[src/rtl/ula_pkg.sv]
// Shared definitions for the sequential ULA: opcodes, flag bit positions and FSM states.
package ula_pkg;

  localparam logic [2:0] OP_ADD = 3'd0;
  localparam logic [2:0] OP_SUB = 3'd1;
  localparam logic [2:0] OP_AND = 3'd2;
  localparam logic [2:0] OP_OR  = 3'd3;
  localparam logic [2:0] OP_XOR = 3'd4;
  localparam logic [2:0] OP_SHL = 3'd5;
  localparam logic [2:0] OP_SHR = 3'd6;
  localparam logic [2:0] OP_MUL = 3'd7;

  // flags output is packed as {N, V, CY, Z}
  localparam int FLG_Z  = 0;
  localparam int FLG_CY = 1;
  localparam int FLG_V  = 2;
  localparam int FLG_N  = 3;

  typedef enum logic [1:0] {
    ST_IDLE = 2'd0,
    ST_MUL  = 2'd1,
    ST_DONE = 2'd2
  } state_t;

endpackage

[src/rtl/ula_mul_iter.sv]
// Iterative shift-add multiplier: one multiplier bit per cycle, WIDTH cycles per product.
// done and product are combinational so the caller can register the result on the last-bit edge.
module ula_mul_iter #(
  parameter int WIDTH = 16
) (
  input  logic                 clk,
  input  logic                 rst,
  input  logic                 start,
  input  logic [WIDTH-1:0]     a,
  input  logic [WIDTH-1:0]     b,
  output logic                 busy,
  output logic                 done,
  output logic [2*WIDTH-1:0]   product
);

  localparam int SHW = $clog2(WIDTH);
  localparam logic [SHW-1:0] LAST = SHW'(WIDTH - 1);

  logic [2*WIDTH-1:0] a_sh;
  logic [WIDTH-1:0]   b_sh;
  logic [2*WIDTH-1:0] acc;
  logic [2*WIDTH-1:0] acc_next;
  logic [SHW-1:0]     count;

  always_comb begin
    acc_next = acc + (b_sh[0] ? a_sh : '0);
    done     = busy && (count == LAST);
    product  = acc_next;
  end

  always_ff @(posedge clk or posedge rst) begin
    if (rst) begin
      a_sh  <= '0;
      b_sh  <= '0;
      acc   <= '0;
      count <= '0;
      busy  <= 1'b0;
    end else if (start) begin
      a_sh  <= {{WIDTH{1'b0}}, a};
      b_sh  <= b;
      acc   <= '0;
      count <= '0;
      busy  <= 1'b1;
    end else if (busy) begin
      acc   <= acc_next;
      a_sh  <= a_sh << 1;
      b_sh  <= b_sh >> 1;
      count <= done ? '0 : count + 1'b1;
      if (done) begin
        busy <= 1'b0;
      end
    end
  end

endmodule

[src/rtl/ula_seq.sv]
// Sequential ULA with valid/ready handshakes: single-cycle ALU ops, iterative MUL,
// registered result and {N,V,CY,Z} flags held until the consumer takes them.
module ula_seq
  import ula_pkg::*;
#(
  parameter int WIDTH = 16
) (
  input  logic             clk,
  input  logic             rst,
  input  logic             in_valid,
  output logic             in_ready,
  input  logic [WIDTH-1:0] A,
  input  logic [WIDTH-1:0] B,
  input  logic [2:0]       op,
  output logic             out_valid,
  input  logic             out_ready,
  output logic [WIDTH-1:0] C,
  output logic [3:0]       flags
);

  localparam int SHW = $clog2(WIDTH);

  state_t state, state_next;

  logic                 accept;
  logic                 is_mul;
  logic                 mul_start;
  logic                 mul_busy;
  logic                 mul_done;
  logic [2*WIDTH-1:0]   mul_product;

  logic [WIDTH:0]       add_ext;
  logic [WIDTH:0]       sub_ext;
  logic [SHW-1:0]       sh_amt;
  logic [WIDTH-1:0]     alu_c;
  logic                 alu_cy;
  logic                 alu_v;
  logic [3:0]           alu_flags;
  logic [WIDTH-1:0]     mul_c;
  logic [3:0]           mul_flags;

  assign is_mul    = (op == OP_MUL);
  assign accept    = in_valid && in_ready;
  assign mul_start = accept && is_mul;

  ula_mul_iter #(
    .WIDTH (WIDTH)
  ) u_mul (
    .clk     (clk),
    .rst     (rst),
    .start   (mul_start),
    .a       (A),
    .b       (B),
    .busy    (mul_busy),
    .done    (mul_done),
    .product (mul_product)
  );

  // SUB uses A + ~B + 1 so that CY reads as "no borrow" (A >= B unsigned)
  always_comb begin
    add_ext = {1'b0, A} + {1'b0, B};
    sub_ext = {1'b0, A} + {1'b0, ~B} + (WIDTH + 1)'(1);
    sh_amt  = B[SHW-1:0];
    alu_c   = '0;
    alu_cy  = 1'b0;
    alu_v   = 1'b0;
    case (op)
      OP_ADD: begin
        alu_c  = add_ext[WIDTH-1:0];
        alu_cy = add_ext[WIDTH];
        alu_v  = (A[WIDTH-1] == B[WIDTH-1]) && (add_ext[WIDTH-1] != A[WIDTH-1]);
      end
      OP_SUB: begin
        alu_c  = sub_ext[WIDTH-1:0];
        alu_cy = sub_ext[WIDTH];
        alu_v  = (A[WIDTH-1] != B[WIDTH-1]) && (sub_ext[WIDTH-1] != A[WIDTH-1]);
      end
      OP_AND:  alu_c = A & B;
      OP_OR:   alu_c = A | B;
      OP_XOR:  alu_c = A ^ B;
      OP_SHL:  alu_c = A << sh_amt;
      OP_SHR:  alu_c = A >> sh_amt;
      default: alu_c = '0;
    endcase

    alu_flags         = '0;
    alu_flags[FLG_Z]  = (alu_c == '0);
    alu_flags[FLG_N]  = alu_c[WIDTH-1];
    alu_flags[FLG_CY] = alu_cy;
    alu_flags[FLG_V]  = alu_v;

    mul_c             = mul_product[WIDTH-1:0];
    mul_flags         = '0;
    mul_flags[FLG_Z]  = (mul_c == '0);
    mul_flags[FLG_N]  = mul_c[WIDTH-1];
    mul_flags[FLG_CY] = |mul_product[2*WIDTH-1:WIDTH];
  end

  always_ff @(posedge clk or posedge rst) begin
    if (rst) begin
      state <= ST_IDLE;
    end else begin
      state <= state_next;
    end
  end

  // A DONE state with out_ready behaves exactly like IDLE for a new accept
  always_comb begin
    state_next = state;
    case (state)
      ST_IDLE: begin
        if (accept) begin
          state_next = is_mul ? ST_MUL : ST_DONE;
        end
      end
      ST_MUL: begin
        if (mul_done) begin
          state_next = ST_DONE;
        end else if (!mul_busy) begin
          state_next = ST_IDLE;
        end
      end
      ST_DONE: begin
        if (out_ready) begin
          if (accept) begin
            state_next = is_mul ? ST_MUL : ST_DONE;
          end else begin
            state_next = ST_IDLE;
          end
        end
      end
      default: state_next = ST_IDLE;
    endcase
  end

  always_comb begin
    in_ready  = 1'b0;
    out_valid = 1'b0;
    case (state)
      ST_IDLE: in_ready = 1'b1;
      ST_DONE: begin
        in_ready  = out_ready;
        out_valid = 1'b1;
      end
      default: begin
        in_ready  = 1'b0;
        out_valid = 1'b0;
      end
    endcase
  end

  always_ff @(posedge clk or posedge rst) begin
    if (rst) begin
      C     <= '0;
      flags <= '0;
    end else if (mul_done) begin
      C     <= mul_c;
      flags <= mul_flags;
    end else if (accept && !is_mul) begin
      C     <= alu_c;
      flags <= alu_flags;
    end
  end

endmodule
[config.mk]
export PLATFORM = sky130hd
export DESIGN_NAME = ula_seq
export DESIGN_NICKNAME = d
export VERILOG_FILES = /design/src/rtl/ula_pkg.sv /design/src/rtl/ula_mul_iter.sv /design/src/rtl/ula_seq.sv
export SDC_FILE = /design/constraint.sdc
export NUM_CORES = 1
export LEC_CHECK = 0
export BUFFER_PORTS_ARGS = -buffer_cell sky130_fd_sc_hd__buf_2
export CAP_MARGIN = 30
export CORE_ASPECT_RATIO = 1.75
export CORE_UTILIZATION = 60
export DETAILED_ROUTE_END_ITERATION = 16
export PLACE_DENSITY = 0.82
export SYNTH_ARGS = -nofsm -noshare
export SYNTH_HDL_FRONTEND = slang
export SYNTH_HIERARCHICAL = 1
export SYNTH_SLANG_ARGS = --single-unit
[constraint.sdc]
create_clock -name clk -period 5.76 [get_ports clk]
set_clock_uncertainty 0.2 [all_clocks]
set_input_delay 1.152 -clock clk [delete_from_list [all_inputs] [get_ports clk]]
set_output_delay 1.152 -clock clk [all_outputs]
set_load 0.05 [all_outputs]
==> summary.md, run 1 <==
| Metric | Value |
|---|---|
| CP endpoint kind | `flop` |
| Slowest-stage cell, CP | `dfrtp_1` |
| Distinct cell type count after synthesis | `96` |
| Non-Filler Instances | `1536` |
| Ys async rst share | `1.00` |
| Seq/Total Area, Yosys | `0.244` |
| Placed insts | `1522` |
| Seq cells post-synth | `106` |
| Drt first pass iters | `6` |
| Die area | `0.0187 mm2` |
| Via count | `10334` |
| Cts repair resizes | `0` |
| Fin crit share | `0.835` |
| Sinks on Clock Net | `106` |
| Most frequent cells after synthesis | `nand2_1 (121), dfrtp_1 (106), nor2_1 (106)` |
| Crit path required time | `5.80 ns` |
| Outcome | `complete, no violations` |
| Fin Setup TNS | `0 ns` |
| Final Setup Violations | `0` |
| Design area | `0.0115 mm2` |
| Grt total ovfl | `0` |
| Die W | `104 um` |
| Fin nets | `1428` |
| Initial Util | `0.618` |
| Synth Area per Inst | `8.35 um2` |
| Clock latency at the later pin of the worst-skew pair | `0.37 ns` |
| Final WL | `36100 um` |
| Layout cells sized above 1 | `0.115` |
| Critical path type | `flop to flop` |
| Largest net degree at the start of global routing | `91` |
| Slew headroom | `0.233` |
| Min-delay worst type | `flop to flop` |
| Max Clock Freq | `0.208 GHz` |
| Via density | `6.73` |
| Number of I/O pins | `61` |
| Total power | `4.66 mW` |
| Leakage | `5.36 nW` |
| Gate Count Post-Synth | `1304` |
| Crit path top cell by count | `o31a_1` |
| Ys flop type | `dfrtp_1` |
| Layout filler cell count | `1565` |
| Worst Tran Pin Value | `1.14 ns` |
| Initial antenna violation count | `1` |
| Synth warn | `6` |
| CTS tree | `built` |
| Synthesized area | `0.0109 mm2` |
| Worst Path Buf+Inv | `0` |
| Initial detailed-routing violation count | `792` |
| PD cells | `405 mW/mm2` |
| Worst EP arrival | `4.86 ns` |
| Post-DP Area | `0.0112 mm2` |
| Area contributors post-synth | `dfrtp_1 (24%), ha_1 (9.7%), mux2i_1 (8.6%)` |
| Max-slew violations | `0` |
| Syn nets | `1430` |
| RSZ-0062 raised after global routing | `no` |
| Clk slew on worst S/H paths | `0.07 ns` |
| CTS Hold Bufs | `0` |
| Area Overhead vs Synth | `5.60%` |
| Setup Buffers After CTS | `0` |
| Worst-case clock buffer depth | `2` |
| Root buffer cell | `clkbuf_16` |
| H-Tree Depth | `3` |
| Post-DRT Antenna Nets | `0` |
| Most frequent cell after synthesis | `nand2_1` |
| Cts bufs inserted | `9` |
| VDD IR max | `0.242 mV` |
| Cell taking the most area after synthesis | `dfrtp_1` |
| Row count | `64` |
| WL/cell | `23.5 um` |
| Ant. Diodes | `0` |
| Remaining DRCs | `0` |
| Crit-path cells | `and2_1 > ha_1 > fa_1 > a21o_1 > a31oi_1 > o21ai_0 > nand2_1 > o31a_1 > nor3_1 > nor2_1 > xnor2_1 > nor4_1 > and4_1 > a21oi_1 > o31a_1` |
| Die height | `180 um` |
| Routability cong. | `1.04` |
| GRT Total Usage | `0.391` |
| Post-DP HPWL | `27700 um` |
| First-pass GRT wire length | `56400 um` |
| CP max stage delay | `1.00 ns` |
| Port-buffer cells | `60` |
| Crit Path Max Fanout | `34` |
| Number of global-route vias before repair | `10362` |
| Max Cap Viol | `0` |
| Core area | `0.0176 mm2` |
| Fin crit period | `4.81 ns` |
| Top cell type's share of synthesized area | `0.244` |
| Critical path startpoint category | `flop` |
| Number of synthesized flops with an enable pin | `0` |
| Endpoints failing hold | `0` |
| CP delay by family, top | `simple AND/OR/NAND/NOR gates` |
## path summary, 6_finish.rpt
kind                                start        endpoint  slack (ns)  depth (start not counted)
min in group asynchronous             rst  u_mul/a_sh[29]        0.67                          2
hold reg to reg            u_mul/b_sh[15]  u_mul/b_sh[15]        0.31                          1
max in group asynchronous             rst  u_mul/b_sh[11]        3.60                          3
setup reg to reg            u_mul/b_sh[0]        flags[1]        0.95                         15
setup / recovery            u_mul/b_sh[0]        flags[1]        0.95                         15
hold / removal             u_mul/b_sh[15]  u_mul/b_sh[15]        0.31                          1
## kinds of logic after synthesis
group	after synthesis	synth area share
fa+ha+maj	87	0.102
buf+inv	162	0.0657
compound gates	335	0.206
flops	106	0.244
xor+xnor	37	0.0298
simple gates	447	0.207
mux	130	0.146
## report_power, final
group          total [mW]  switching, mW  internal [mW]
logic                2.59           1.62          0.966
registers            1.40          0.336           1.07
clock network       0.665          0.287          0.379
## sequential cells by signal, summed over array words and instances, names as in the netlist
signal and count:
flags 3, u_mul/busy 1, u_mul/acc 32, state 2, u_mul/a_sh 32, u_mul/count 4
C 16, u_mul/b_sh 16
## routing by layer
metal  global-route usage  wire [um]  up-vias  share of wire
met5                    0          0        -              0
met4                0.357       3430        0          0.095
met3               0.0655       1940      183          0.054
met2                0.700      18600      451           0.52
met1                0.380      12100     4957           0.33
li1                     -          -     4743              -
## metrics by stage
step | hold slack (ns) | setup WS [ns] | util
floorplan | 0.266 | 1.51 | -
global placement | 0.287 | 1.11 | 0.635
detailed placement | 0.288 | 0.984 | 0.635
CTS | 0.308 | 0.939 | 0.652
global route | 0.343 | 0.579 | 0.652
finish | 0.307 | 0.949 | 0.652
## final cells by class
type | instances | area, um2 | share of cell area
multi-input combinational | 1036 | 7530 | 0.655
sequential | 106 | 2660 | 0.231
timing repair buffer | 77 | 428 | 0.0372
tap | 231 | 289 | 0.0251
inverter | 72 | 288 | 0.0250
clock buffer | 10 | 229 | 0.0199
clock inverter | 4 | 77.6 | 0.00675
## cells in the final DEF, fill, tap and decap left out, drive strengths merged, types with 9 or more instances in the layout
cell type / synthesis / routed
nand2: 121 / 121
dfrtp: 106 / 106
nor2: 106 / 106
o21ai: 96 / 96
mux2i: 93 / 93
ha: 84 / 84
buf: 34 / 77
inv: 71 / 71
a21oi: 69 / 69
and2: 35 / 35
nand3: 29 / 29
nor3: 27 / 27
nor2b: 22 / 22
nand4: 21 / 21
xnor2: 21 / 21
mux4: 20 / 20
a31oi: 18 / 18
mux2: 17 / 17
a21o: 16 / 16
xor2: 16 / 16
or3: 15 / 15
a211oi: 14 / 14
o211ai: 13 / 13
nor4: 12 / 12
nand2b: 10 / 10
a22oi: 10 / 10
clkbuf: 56 / 10
o31ai: 10 / 10
nor3b: 9 / 9
and3: 9 / 9
Power figures use the tool's default switching activity.
==> run 2, diff against run 1 <==
==> constraint.sdc (replaced) <==
create_clock -name clk -period 4.6 [get_ports clk]
set_clock_uncertainty 0.2 [all_clocks]
set_input_delay 0.92 -clock clk [delete_from_list [all_inputs] [get_ports clk]]
set_output_delay 0.92 -clock clk [all_outputs]
set_load 0.05 [all_outputs]
==> summary.md, run 2 (synthesized netlist as in run 1, its figures left out) <==
| Metric | Value |
|---|---|
| Cts repair resizes | `0` |
| Sw Share | `0.491` |
| Initial Util | `0.618` |
| Via count | `10387` |
| Non-Filler Instances | `1551` |
| Fin crit period | `4.40 ns` |
| Setup Buffers After CTS | `0` |
| Via density | `6.70` |
| CTS Hold Bufs | `0` |
| Number of global-route vias before repair | `10420` |
| CP startpoint | `u_mul/b_sh[0]` |
| Critical path startpoint category | `flop` |
| Root buffer cell | `clkbuf_16` |
| Post-DRT Antenna Nets | `0` |
| Crit Path Max Fanout | `27` |
| Clk pwr share | `0.129` |
| CP endpoint kind | `flop` |
| Outcome | `complete, no violations` |
| Layout cells sized above 1 | `0.126` |
| Die W | `104 um` |
| Port-buffer cells | `60` |
| Crit-path cells | `buf_4 > and2_1 > ha_1 > a21o_1 > or3_1 > nor3_1 > nor2_1 > o21ai_0 > nand3_1 > and2_1 > nor4_1 > and4_1 > a21oi_1 > o31a_1` |
| Ant. Diodes | `0` |
| RSZ-0062 raised after global routing | `no` |
| Remaining DRCs | `0` |
| Reg2reg start | `u_mul/b_sh[0]` |
| Largest regs | `u_mul/a_sh (32), u_mul/acc (32)` |
| Crit path required time | `4.65 ns` |
| Largest net degree at the start of global routing | `119` |
| Min-delay worst type | `primary input to asynchronous set/reset pin` |
| First-pass GRT wire length | `57700 um` |
| Net Sw Power | `2.85 mW` |
| Die height | `180 um` |
| Fin Setup TNS | `0 ns` |
| Power Internal | `2.95 mW` |
| Flop pwr share | `0.283` |
| Row count | `64` |
| Max Clock Freq | `0.227 GHz` |
| Number of I/O pins | `61` |
| Max Cap Viol | `0` |
| Register area | `0.00266 mm2` |
| Drt first pass iters | `8` |
| Area Overhead vs Synth | `6.56%` |
| Most frequent cells in the layout | `nand2_1 (121), dfrtp_1 (105), nor2_1 (104)` |
| CTS tree | `built` |
| Clock latency at the later pin of the worst-skew pair | `0.37 ns` |
| Slowest-stage cell, CP | `nor4_1` |
| PD cells | `500 mW/mm2` |
| GRT Total Usage | `0.403` |
| Sinks on Clock Net | `106` |
| Cts bufs inserted | `9` |
| Initial detailed-routing violation count | `915` |
| Worst EP arrival | `4.45 ns` |
| Grt total ovfl | `0` |
| WL/cell | `23.8 um` |
| Crit path top cell by count | `and2_1` |
| Clk slew on worst S/H paths | `0.07 ns` |
| Routability cong. | `1.01` |
| Placed insts | `1535` |
| Setup WS pre-CTS | `0.429 ns` |
| Die area | `0.0187 mm2` |
| Initial antenna violation count | `0` |
| CP max stage delay | `0.57 ns` |
| Leakage | `5.41 nW` |
| Fin nets | `1441` |
| Combinational Power Share | `0.588` |
| Footprint of the multi-input gates | `0.00753 mm2` |
| Endpoints failing hold | `0` |
| Worst-case clock buffer depth | `2` |
| Max-slew violations | `0` |
| Final Setup Violations | `0` |
| Slew headroom | `0.370` |
| Worst Tran Pin Value | `0.935 ns` |
| Worst Path Buf+Inv | `1` |
| Layout filler cell count | `1524` |
| Critical path type | `flop to flop` |
| Final WL | `36900 um` |
| Core area | `0.0176 mm2` |
| Commonest non-fill, non-tap cell in the layout | `nand2_1` |
| Fin crit share | `0.957` |
| VDD IR max | `0.378 mV` |
| Slack of the critical path | `0.199 ns` |
| H-Tree Depth | `3` |
| CP delay by family, top | `simple AND/OR/NAND/NOR gates` |
| Post-DP HPWL | `28300 um` |
==> run 2: cell count changes in the layout (fill, tap and decap cells not counted) <==
cell        previous run  this run
buf_4                 17        27
buf_12                 0         3
bufinv_16              2         0
clkinv_2               1         3
clkinvlp_4             0         2
clkbuf_1               1         0
inv_6                  1         2
==> run 2: power groups by stage <==
stage	clock (mW)	combinational (mW)	sequential, mW
2_1_floorplan	0	2.31	1.80
3_3_place_gp	0	3.27	1.64
3_5_place_dp	0	3.34	1.65
4_1_cts	0.757	3.36	1.64
5_1_grt	0.786	3.69	1.68
6_report	0.747	3.41	1.64
==> run 2: routing by layer <==
| layer | vias up | share of wire | GRT usage |
|---|---|---|---|
| met2 | 433 | 0.51 | 0.715 |
| met3 | 175 | 0.050 | 0.0687 |
| met5 | - | 0 | 0 |
| met4 | 0 | 0.10 | 0.368 |
| li1 | 4766 | - | - |
| met1 | 5013 | 0.34 | 0.394 |
==> run 2: worst paths after layout <==
| check | to | slack, ns | cells after the start |
|---|---|---|---|
| max | flags[1] | 0.20 | 14 |
| min | u_mul/acc[28] | 0.28 | 2 |
| max reg2reg | flags[1] | 0.20 | 14 |
| min reg2reg | u_mul/b_sh[15] | 0.32 | 1 |
| max in group asynchronous | u_mul/b_sh[15] | 3.08 | 3 |
| min in group clk | u_mul/b_sh[15] | 0.32 | 1 |
==> run 2: layout make-up <==
class | instances | share of cell area
multi-input cells | 1036 | 0.649
flip-flops and latches | 106 | 0.229
repair buffers | 90 | 0.0485
well taps | 231 | 0.0249
inverters | 72 | 0.0248
clock buffers | 9 | 0.0194
clock inverters | 7 | 0.00442
==> run 2: stage by stage <==
| stage | total power, mW | area (um2) | utilization | hold WS, ns |
|---|---|---|---|---|
| after floorplan | 4.10 | 10900 | - | 0.266 |
| after global placement | 4.91 | 11300 | 0.643 | 0.288 |
| after detailed placement | 4.99 | 11300 | 0.643 | 0.288 |
| after CTS | 5.75 | 11600 | 0.658 | 0.287 |
| after global routing | 6.17 | 11600 | 0.658 | 0.301 |
| final | 5.80 | 11600 | 0.658 | 0.284 |
